`config.mk`:
```
export PLATFORM = sky130hd
export DESIGN_NAME = rgb_frame_monitor
export DESIGN_NICKNAME = d
export VERILOG_FILES = /design/src/rtl/rgb_frame_monitor.sv
export SDC_FILE = /design/constraint.sdc
export NUM_CORES = 1
export LEC_CHECK = 0
export ABC_AREA = 0
export CORE_MARGIN = 3
export CORE_UTILIZATION = 45
export CTS_BUF_LIST = sky130_fd_sc_hd__clkbuf_4 sky130_fd_sc_hd__clkbuf_8 sky130_fd_sc_hd__clkbuf_16
export DETAILED_ROUTE_END_ITERATION = 7
export GPL_ROUTABILITY_DRIVEN = 0
export PLACE_DENSITY = 0.7
export SLEW_MARGIN = 10
export SYNTH_ARGS = -nofsm -noshare
export SYNTH_HDL_FRONTEND = slang
export SYNTH_SLANG_ARGS = --single-unit
```
`constraint.sdc`:
```
create_clock -name pixclk -period 3.1 [get_ports pixclk]
set_input_delay 0.31 -clock pixclk [delete_from_list [all_inputs] [get_ports pixclk]]
set_output_delay 0.31 -clock pixclk [all_outputs]
set_load 0.01 [all_outputs]
```
`src/rtl/rgb_frame_monitor.sv`:
```
// rgb_frame_monitor
// Tracks the X/Y position of a valid-qualified multi-channel pixel stream.
// It pulses line and frame strobes and latches a checksum and a frame count for each frame.
// Any pixel that arrives after a one-shot frame has completed is flagged as an overrun.
//
// state  | meaning
// IDLE   | armed, waiting for the first pixel of a frame
// ACTIVE | frame in progress, pixels accumulate into the checksum
// DONE   | one-shot frame complete; pixels count as overruns until clear
module rgb_frame_monitor #(
   parameter int IMG_WIDTH  = 400,
   parameter int IMG_HEIGHT = 300,
   parameter int CH_WIDTH   = 8,
   parameter int NUM_CH     = 3,
   parameter int CKSUM_W    = 32,
   parameter int CONTINUOUS = 0
) (
   input  logic                           pixclk,
   input  logic                           reset,
   input  logic                           valid,
   input  logic [NUM_CH*CH_WIDTH-1:0]     iData,
   input  logic                           clear,
   output logic [$clog2(IMG_WIDTH)-1:0]   x_coord,
   output logic [$clog2(IMG_HEIGHT)-1:0]  y_coord,
   output logic                           line_done,
   output logic                           frame_done,
   output logic                           busy,
   output logic [15:0]                    frame_cnt,
   output logic [CKSUM_W-1:0]             checksum,
   output logic                           overrun_err,
   output logic [15:0]                    overrun_cnt
);

   localparam int XW = $clog2(IMG_WIDTH);
   localparam int YW = $clog2(IMG_HEIGHT);
   localparam logic [XW-1:0] X_LAST = XW'(IMG_WIDTH - 1);
   localparam logic [YW-1:0] Y_LAST = YW'(IMG_HEIGHT - 1);

   typedef enum logic [1:0] {
      IDLE   = 2'd0,
      ACTIVE = 2'd1,
      DONE   = 2'd2
   } state_t;

   state_t                       state;
   logic                         v_r;
   logic [NUM_CH*CH_WIDTH-1:0]   d_r;
   logic [CKSUM_W-1:0]           acc;
   logic [CKSUM_W-1:0]           pix_sum;

   // Input stage: register the stream unconditionally so all decisions see a clean, aligned pixel.
   always_ff @(posedge pixclk or negedge reset) begin
      if (!reset) begin
         v_r <= 1'b0;
         d_r <= '0;
      end else begin
         v_r <= valid;
         d_r <= iData;
      end
   end

   // Sum of the registered pixel's channels, each zero-extended, wrapped to the checksum width.
   always_comb begin
      pix_sum = '0;
      for (int i = 0; i < NUM_CH; i++) begin
         pix_sum = pix_sum + CKSUM_W'(d_r[i*CH_WIDTH +: CH_WIDTH]);
      end
   end

   // Frame FSM with coordinate tracking, strobes, checksum latch and overrun accounting.
   always_ff @(posedge pixclk or negedge reset) begin
      if (!reset) begin
         state       <= IDLE;
         x_coord     <= '0;
         y_coord     <= '0;
         line_done   <= 1'b0;
         frame_done  <= 1'b0;
         busy        <= 1'b0;
         frame_cnt   <= '0;
         checksum    <= '0;
         acc         <= '0;
         overrun_err <= 1'b0;
         overrun_cnt <= '0;
      end else begin
         line_done  <= 1'b0;
         frame_done <= 1'b0;
         if (clear) begin
            // A pixel coinciding with clear is dropped; checksum and frame count survive.
            state       <= IDLE;
            x_coord     <= '0;
            y_coord     <= '0;
            busy        <= 1'b0;
            acc         <= '0;
            overrun_err <= 1'b0;
            overrun_cnt <= '0;
         end else begin
            case (state)
               IDLE, ACTIVE: begin
                  if (v_r) begin
                     if (x_coord == X_LAST) begin
                        x_coord   <= '0;
                        line_done <= 1'b1;
                        if (y_coord == Y_LAST) begin
                           y_coord    <= '0;
                           frame_done <= 1'b1;
                           checksum   <= acc + pix_sum;
                           acc        <= '0;
                           frame_cnt  <= frame_cnt + 16'd1;
                           busy       <= 1'b0;
                           state      <= (CONTINUOUS != 0) ? IDLE : DONE;
                        end else begin
                           y_coord <= y_coord + YW'(1);
                           acc     <= acc + pix_sum;
                           busy    <= 1'b1;
                           state   <= ACTIVE;
                        end
                     end else begin
                        x_coord <= x_coord + XW'(1);
                        acc     <= acc + pix_sum;
                        busy    <= 1'b1;
                        state   <= ACTIVE;
                     end
                  end
               end
               DONE: begin
                  if (v_r) begin
                     overrun_err <= 1'b1;
                     if (overrun_cnt != 16'hFFFF) begin
                        overrun_cnt <= overrun_cnt + 16'd1;
                     end
                  end
               end
               default: state <= IDLE;
            endcase
         end
      end
   end

endmodule

```
# After elaboration in Yosys (flattened, before gate mapping)
# Index checks and enable logic that the tools add are counted.
# word_totals
reg_bits	145
inputBits	28
output_inout_bits	86
elab_cells	81
# classes
n_addsub	7
eq_ne	7
mux	40
bitwise_logic	1
n_reduce_logical	13
# op_table
operator	count
2-to-1 mux 32 bit	5
2-to-1 mux 9 bit	9
2-to-1 mux 16 bit	4
adder 16 x 1 -> 16 bit (second input constant)	2
adder 32 x 10 -> 32 bit	1
adder 9 x 1 -> 9 bit (second input constant)	2
== test 9 bit (second input constant)	2
2-to-1 mux 1 bit	17
!= test 16 bit (second input constant)	1
adder 9 x 8 -> 10 bit	1
nonzero test 2 bit	5
adder 8 x 8 -> 9 bit	1
2-to-1 mux 2 bit	4
AND reduction 2 bit	3
AND reduction 3 bit	2
AND reduction 5 bit	1
case mux 2 bit (2 select lines)	1
!= test 3 bit (second input constant)	1
== test 2 x 1 -> 1 bit (second input constant)	1
== test 2 bit (second input constant)	1
logical NOT 2 bit	1
!= test 2 bit (second input constant)	1
OR reduction 2 bit	1
inverter 1 bit	1

# Logic depth before layout (Yosys ltp)
# Gate-level depths: netlist of run 1.
# logic_depth
depth_word	8
mapped_depth	13
mapped_depth_nobuf	13

# Worst setup path before layout of run 1
# No wires, ideal clock.
# synth_timing
path_type	register to register
start	register d_r[1]
end	register acc[31]
setup_time_ns	0.121
arrival_ns	3.244
required_time_ns	2.979
slack_ns	-0.265
path_stages_with_launch	14
n_path_buf	0
synth_period_minus_slack_ns	3.365
path_cell_list	dfrtp_1 > inv_1 > fa_1 > inv_1 > fa_1 > ha_1 > inv_1 > fa_1 > nand2b_1 > a21o_1 > a211oi_2 > and3_1 > o21ai_0 > a22o_1
# synth_via
elab_chain_len	8
# synth_rtl
item	line_no	rtl
start, declared	47	logic [NUM_CH*CH_WIDTH-1:0] d_r;
start signal, assigned	58	d_r <= iData;
adder 8 x 8 -> 9 bit *	66	pix_sum = pix_sum + CKSUM_W'(d_r[i*CH_WIDTH +: CH_WIDTH]);
adder 9 x 8 -> 10 bit *	66	
adder 32 x 10 -> 32 bit *	113, 119	
2-to-1 mux 32 bit	103	if (y_coord == Y_LAST) begin
2-to-1 mux 32 bit *	100	if (x_coord == X_LAST) begin
2-to-1 mux 32 bit *	99	if (v_r) begin
2-to-1 mux 32 bit *	97	case (state)
2-to-1 mux 32 bit *	87	if (clear) begin
end signal, assigned	113	acc <= acc + pix_sum;
end signal, assigned	119	acc <= acc + pix_sum;
end, declared	48	logic [CKSUM_W-1:0] acc;
# Mark *: on every way between the ends. The rest lies on a longest branch, timed or not. The select of a mux whose other input is x is not followed.
# A chain may end at the register's enable or synchronous reset.

# Final worst setup path of run 1
# layout_timing
start	register d_r[1]
end	register checksum[25]
# layout_via
elab_chain_len	3
# layout_rtl
item	line_no	rtl
adder 8 x 8 -> 9 bit	66	
adder 9 x 8 -> 10 bit	66	
adder 32 x 10 -> 32 bit	106	checksum <= acc + pix_sum;
end signal, assigned	106	
end, declared	29	output logic [CKSUM_W-1:0] checksum,
# No other way between the ends.

==> results of run 1 <==
routing by layer:
layer | vias up | GRT usage, % | routed length (um)
met1 | 2784 | 25.3 | 7010
met5 | - | 0 | 0
met2 | 125 | 34.5 | 9040
li1 | 2675 | - | -
met4 | 0 | 5.54 | 153
met3 | 14 | 3.70 | 719
where the power goes:
| part | internal (mW) | switching (mW) | leakage (nW) |
|---|---|---|---|
| clock | 1.31 | 0.793 | 0.306 |
| combinational | 0.768 | 0.894 | 2.05 |
| sequential | 1.97 | 0.0542 | 1.94 |
| total | 4.05 | 1.74 | 4.29 |
layout make-up:
cell class | instances | share of cell area [%]
sequential | 145 | 37.1
multi-input combinational | 477 | 37.1
timing repair buffer | 152 | 15.0
clock buffer | 20 | 4.65
tap | 211 | 2.70
inverter | 45 | 1.73
clock inverter | 12 | 1.61
through the flow:
step                      setup slack, ps  std cells  total power, mW
after floorplan                      -200        692             2.89
after global placement               -239       1018             3.29
after detailed placement             -358       1018             3.34
after CTS                            -195       1059             5.64
after global routing                 -382       1062             6.07
final                                -233       1062             5.79
Yosys cell counts, types with 2 or more instances:
| master | count | share of area [%] |
|---|---|---|
| dfrtp_1 | 145 | 51 |
| nand2_1 | 84 | 4.4 |
| o21ai_0 | 65 | 4.6 |
| nor2_1 | 48 | 2.5 |
| inv_1 | 45 | 2.4 |
| xor2_1 | 39 | 4.8 |
| nand3_1 | 26 | 1.8 |
| xnor2_1 | 24 | 3.0 |
| nand4_1 | 19 | 1.7 |
| clkbuf_1 | 18 | 0.95 |
| a21oi_1 | 16 | 1.1 |
| fa_1 | 16 | 4.5 |
| ha_1 | 15 | 2.6 |
| and3_1 | 12 | 1.1 |
| or3_1 | 10 | 0.88 |
| o31ai_1 | 9 | 0.95 |
| a22o_1 | 8 | 0.98 |
| a31oi_1 | 8 | 0.70 |
| and4_1 | 7 | 0.86 |
| mux2_2 | 7 | 1.1 |
| a21o_1 | 6 | 0.63 |
| nand2b_1 | 5 | 0.44 |
| nor2b_1 | 5 | 0.44 |
| nor3_1 | 5 | 0.35 |
| buf_2 | 4 | 0.28 |
| o211ai_1 | 4 | 0.42 |
| a41oi_1 | 3 | 0.37 |
| and2_1 | 3 | 0.26 |
| nor3_2 | 3 | 0.42 |
| a211oi_2 | 2 | 0.35 |
| a21oi_2 | 2 | 0.25 |
| mux2i_1 | 2 | 0.28 |
| nor3b_1 | 2 | 0.21 |
| o2111ai_1 | 2 | 0.25 |
registers in the layout, summed over array words and instances (netlist names):
register and count:
acc 32, busy 1, checksum 32, d_r 24
frame_cnt 16, frame_done 1, line_done 1, overrun_cnt 16
overrun_err 1, state 2, v_r 1, x_coord 9
y_coord 9
critical path: stages, from the launching register on:
cell and delay, ps:
dfrtp_1 330, inv_2 40, fa_1 530, inv_1 50
fa_1 480, ha_2 180, inv_2 40, fa_2 360
nand2b_4 160, a21o_4 230, a211oi_4 290, buf_6 170
nand3_4 90, xor2_2 190, o21ai_1 120
final timing paths:
kind | startpoint | to | slack [ps] | cells after the start
worst max register to register | d_r[1] | checksum[25] | -230 | 14
worst min-delay path | iData[7] | d_r[7] | 320 | 1
max in group asynchronous | reset | frame_cnt[9] | 1880 | 3
worst min register to register | frame_cnt[15] | frame_cnt[15] | 470 | 1
min in group asynchronous | reset | x_coord[5] | 390 | 2
worst max-delay path | d_r[1] | checksum[25] | -230 | 14
repair_timing:
item / in CTS / in global routing
buffers inserted: 8 / 3
endpoints found under the hold margin: 44 / 0
resized for setup: 68 / 41
endpoints found under the setup margin: 47 / 49
hold buffers: 1 / 0
pin swaps: 29 / 32
cloned: 0 / 0
logic make-up after synthesis:
kind of cell               after synthesis
AOI/OAI and AO/OA                      134
xor gates and xnor gates                63
adders and majority gates               31
buffers and inverters                   70
DFF                                    145
muxes                                    9
and+or+nand+nor                        240
cell usage in the layout, fill, tap and decap left out, drive strengths merged, types with 4 or more instances in the layout:
| master | Yosys | layout |
|---|---|---|
| nor2 | 50 | 50 |
| nand2 | 84 | 84 |
| inv | 45 | 47 |
| and3 | 12 | 12 |
| a22o | 8 | 8 |
| nand4 | 20 | 20 |
| o21ai | 66 | 66 |
| o211ai | 4 | 4 |
| o31ai | 9 | 9 |
| a21oi | 18 | 18 |
| clkbuf | 18 | 20 |
| nand2b | 5 | 5 |
| clkdlybuf4s50 | 0 | 112 |
| nor2b | 5 | 5 |
| xnor2 | 24 | 24 |
| or3 | 10 | 10 |
| xor2 | 39 | 39 |
| buf | 7 | 39 |
| a21o | 6 | 6 |
| nor3 | 8 | 8 |
| fa | 16 | 16 |
| dfrtp | 145 | 145 |
| ha | 15 | 15 |
| a31oi | 8 | 8 |
| clkinv | 0 | 7 |
| and4 | 7 | 7 |
| mux2 | 7 | 7 |
| nand3 | 26 | 26 |
==> flow_metrics.tcl, run 1 <==
set metrics [dict create \
    synth_edf_count 0 \
    hpwl_um 11600 \
    leakage_nw 4.29 \
    postPlaceCellArea_um2 8670 \
    io_buffers 113 \
    hold_viol_final 0 \
    finalNetCount 897 \
    syn_to_final_growth_pct 37.1 \
    drt-pass1-iter-count 4 \
    synth_xor_area_share_pct 7.74 \
    synth-compound-area-share_pct 11.8 \
    p_per_area_nw_per_um2 593 \
    ys_ff_latch 145 \
    routedWlPerCell_um 15.9 \
    drt_drc_violations_left 0 \
    fin_hold_ws_ps 322 \
    htreeDepth 4 \
    cts_tree "yes" \
    grt-ovfl-total 0 \
    synth_ff_type "dfrtp_1" \
    num_vias 5598 \
    tns_ps -4930 \
    yosysSeqAreaShare_pct 50.9 \
    failed_checks "setup timing" \
    clkLatencyLatePin_ps 430 \
    period_needed_ps 3330 \
    grt_first_pass_wirelength_um 28400 \
    status "complete, but fails checks" \
    dieWidth_um 132 \
    rsz0062_at_grt "true" \
    synth_fp_nets 751 \
    fill_cells 1216 \
    synth_top_family_by_area "simple AND/OR/NAND/NOR gates" \
    vias_per_cell 5.27 \
    cts.sinks 145 \
    ir_drop_mv 0.376 \
    min_path_type "in -> reg" \
    dieArea_um2 17400 \
    drive_gt1_share_pct 17.6 \
    finalMaxSlewViolations 0 \
    yosys.area_share.adder_pct 7.13 \
    path_clk_slew_ps 60 \
    finalClockSkew_ps 10.3 \
    required_ps 3440 \
    cts_buffers 17 \
    finalWorstSetupSlack_ps -233 \
    syn_avg_cell_area_um2 10.3 \
    drtAntennaViolNets 0 \
    regArea_um2 3630 \
    critPathLaunchType "flop" \
    antenna_found_initial 0 \
    min_period_over_period_pct 108 \
    yosys.cell_types.count 57 \
    drt_first_iter_violations 292 \
    cts-root-buf "clkbuf_16" \
    async_flop_share_pct 100 \
    cp-end-kind "flop" \
    cts_buffer_depth 2 \
    slew-limit-headroom_pct 31.6 \
    synthMuxAreaShare_pct 1.39 \
    netlist_area_um2 7120 \
    dieHeight_um 132 \
    wirelength_um 16900 \
    setup_viol 36 \
    multi_input_area_um2 3630 \
    cap_viol_max_count 0 \
    diodes 0 \
    yosysWarningCount 0 \
    postSynthCellCount 692 \
    path_class "reg -> reg" \
    synthSimpleGateAreaFrac_pct 17.1 \
    coreArea_um2 15400 \
    grt_max_degree 48 \
    num_rows 45 \
    final_core_util_pct 63.5 \
    grt_usage_pct 19.7 \
    fin_area_um2 9770 \
    fmax_mhz 300 \
    first_global_vias 5758 \
    ios 114 \
    path_max_fanout 5 \
    initial_core_util_pct 46.3 \
    cp.arrival_ps 3670 \
    worstMarginPinSlew_ps 1020 \
]
(Power assumes the default switching activity.)
==> run 2: changes to the inputs <==
- CAP_MARGIN: not set -> 10
- CORE_UTILIZATION: 45 -> 40
- PLACE_DENSITY: 0.7 -> 0.63
==> run 2 against run 1 <==
Compared with the run above:
- the flow still finishes with violations (setup timing)
- maximum frequency grew 0.28%
- via count fell by 0.91%
- power decreased by 1.2%
- global-route usage shrank 2.2 points
- wire length shrank 0.59%
- clock power grew 2%
- largest power group unchanged
- critical path type unchanged
- first-iteration DRC count decreased by 7.9%
- sequential share of layout area rose by 0.20 points
- cell area shrank 0.53%
- highest routed layer unchanged
- utilization fell by 7.6 points
==> flow_metrics.tcl, run 2 (synthesized netlist as in run 1, its figures left out) <==
set metrics [dict create \
    multi_input_area_um2 3550 \
    finalMaxSlewViolations 0 \
    cp.arrival_ps 3610 \
    grt_usage_pct 17.6 \
    drt-pass1-iter-count 4 \
    drtAntennaViolNets 0 \
    fill_cells 1449 \
    vias_per_cell 5.16 \
    period_needed_ps 3320 \
    wirelength_um 16800 \
    setup_viol 42 \
    cts.sinks 145 \
    io_buffers 113 \
    regArea_um2 3630 \
    htreeDepth 4 \
    cts_buffers 17 \
    tns_ps -5130 \
    post-place-cells 1025 \
    critPathLaunchType "flop" \
    final_cell_mix "dfrtp_1, clkdlybuf4s50_1, nand2_1" \
    reg_top3 "acc x32, checksum x32, d_r x24" \
    final_cells 1074 \
    cap_viol_max_count 0 \
    initial_core_util_pct 41.0 \
    failed_checks "setup timing" \
    p_per_area_nw_per_um2 588 \
    r2r-start "d_r[1]" \
    leakage_nw 4.25 \
    min_period_over_period_pct 107 \
    drt_drc_violations_left 0 \
    diodes 0 \
    antenna_found_initial 0 \
    ir_drop_mv 0.440 \
    rsz0062_at_grt "true" \
    drive_gt1_share_pct 16.7 \
    cts_tree "yes" \
    finalClockSkew_ps 7.00 \
    routedWlPerCell_um 15.7 \
    holdPathStages 1 \
    layout_commonest_cell "dfrtp_1" \
    wl_met2_um 8220 \
    coreArea_um2 17400 \
    min_from "iData[15]" \
    wl_met3_um 732 \
    hold_viol_final 0 \
    num_rows 48 \
    num_vias 5547 \
    status "complete, but fails checks" \
    rrSetupSlack_ps -220 \
    slew-limit-headroom_pct 26.5 \
    min_path_type "in -> reg" \
    drt_first_iter_violations 269 \
    finalNetCount 896 \
    finalWorstSetupSlack_ps -224 \
    dieHeight_um 139 \
    highest_layer "met4" \
    clkLatencyLatePin_ps 420 \
    hpwl_um 11300 \
    path_clk_slew_ps 60 \
    reg2reg_depth 14 \
    wl_met1_um 7580 \
    grt_first_pass_wirelength_um 28300 \
    first_global_vias 5650 \
    required_ps 3390 \
    path_max_fanout 5 \
    dieWidth_um 139 \
    grt-ovfl-total 0 \
    hold_end "d_r[15]" \
    syn_to_final_growth_pct 36.4 \
    ios 114 \
    worstMarginPinSlew_ps 1090 \
    cp-end-kind "flop" \
    grt_max_degree 85 \
    cts_buffer_depth 2 \
    cts-root-buf "clkbuf_16" \
    path_class "reg -> reg" \
    power_mw 5.72 \
    timing.rr.end "checksum[21]" \
    fmax_mhz 301 \
    dieArea_um2 19400 \
]
run 2: cell count changes in the layout (fill, tap and decap cells not counted), moves of 3 or more:
cell / previous run / this run
nand2_4: 3 / 0
clkbuf_8: 1 / 5
o21ai_4: 4 / 1
clkinv_4: 4 / 1
run 2: where the power goes:
| group | leakage, nW | internal [mW] | switching, mW |
|---|---|---|---|
| logic | 2.00 | 0.713 | 0.833 |
| clock network | 0.312 | 1.37 | 0.782 |
| registers | 1.94 | 1.97 | 0.0517 |
| total | 4.25 | 4.05 | 1.67 |
run 2: how the worst max path moves through the flow:
stage               startpoint      endpoint  slack, ps
CTS                     d_r[1]  checksum[21]       -220
global route            d_r[1]  checksum[21]       -400
global placement        d_r[1]  checksum[21]       -310
finish                  d_r[1]  checksum[21]       -220
detailed placement      d_r[1]       acc[17]       -370
floorplan               d_r[1]       acc[31]       -200
run 2: cell type report:
class | instances | share of cell area [%]
tap | 225 | 2.90
inverter | 45 | 1.74
multi-input combinational | 477 | 36.5
timing repair buffer | 151 | 15.1
sequential | 145 | 37.3
clock inverter | 9 | 1.31
clock buffer | 22 | 5.09
run 2: worst max-delay path, cell delays in order (launching register included):
cell,delay [ps]
dfrtp_1,330
inv_2,40
fa_1,520
inv_1,50
fa_1,490
ha_2,190
inv_2,40
fa_2,330
nand2b_4,150
a21o_4,220
a211oi_4,320
buf_6,190
nand3_4,80
xor2_1,160
o21ai_1,70
run 2: per-stage QoR:
stage                     instance area [um2]  util (%)  setup slack, ps  hold slack, ps
final                                    9720      56.0             -224             328
after detailed placement                 8640      49.8             -366             420
after floorplan                          7180         -             -200            14.4
after CTS                                9570      55.1             -219             311
after global routing                     9720      56.0             -397             317
after global placement                   8640      49.8             -311             412
run 2: per-layer routing:
layer	vias to the layer above	global-route usage (%)
li1	2658	-
met1	2740	23.4
met2	127	28.7
met3	22	3.75
met4	0	6.13
met5	-	0
run 2: what timing repair did:
action,CTS,global route
endpoints found under the setup margin,47,51
hold buffers,1,0
hold endpoints to repair,81,0
pin swaps,28,27
setup buffers,12,5
resized for setup,67,27
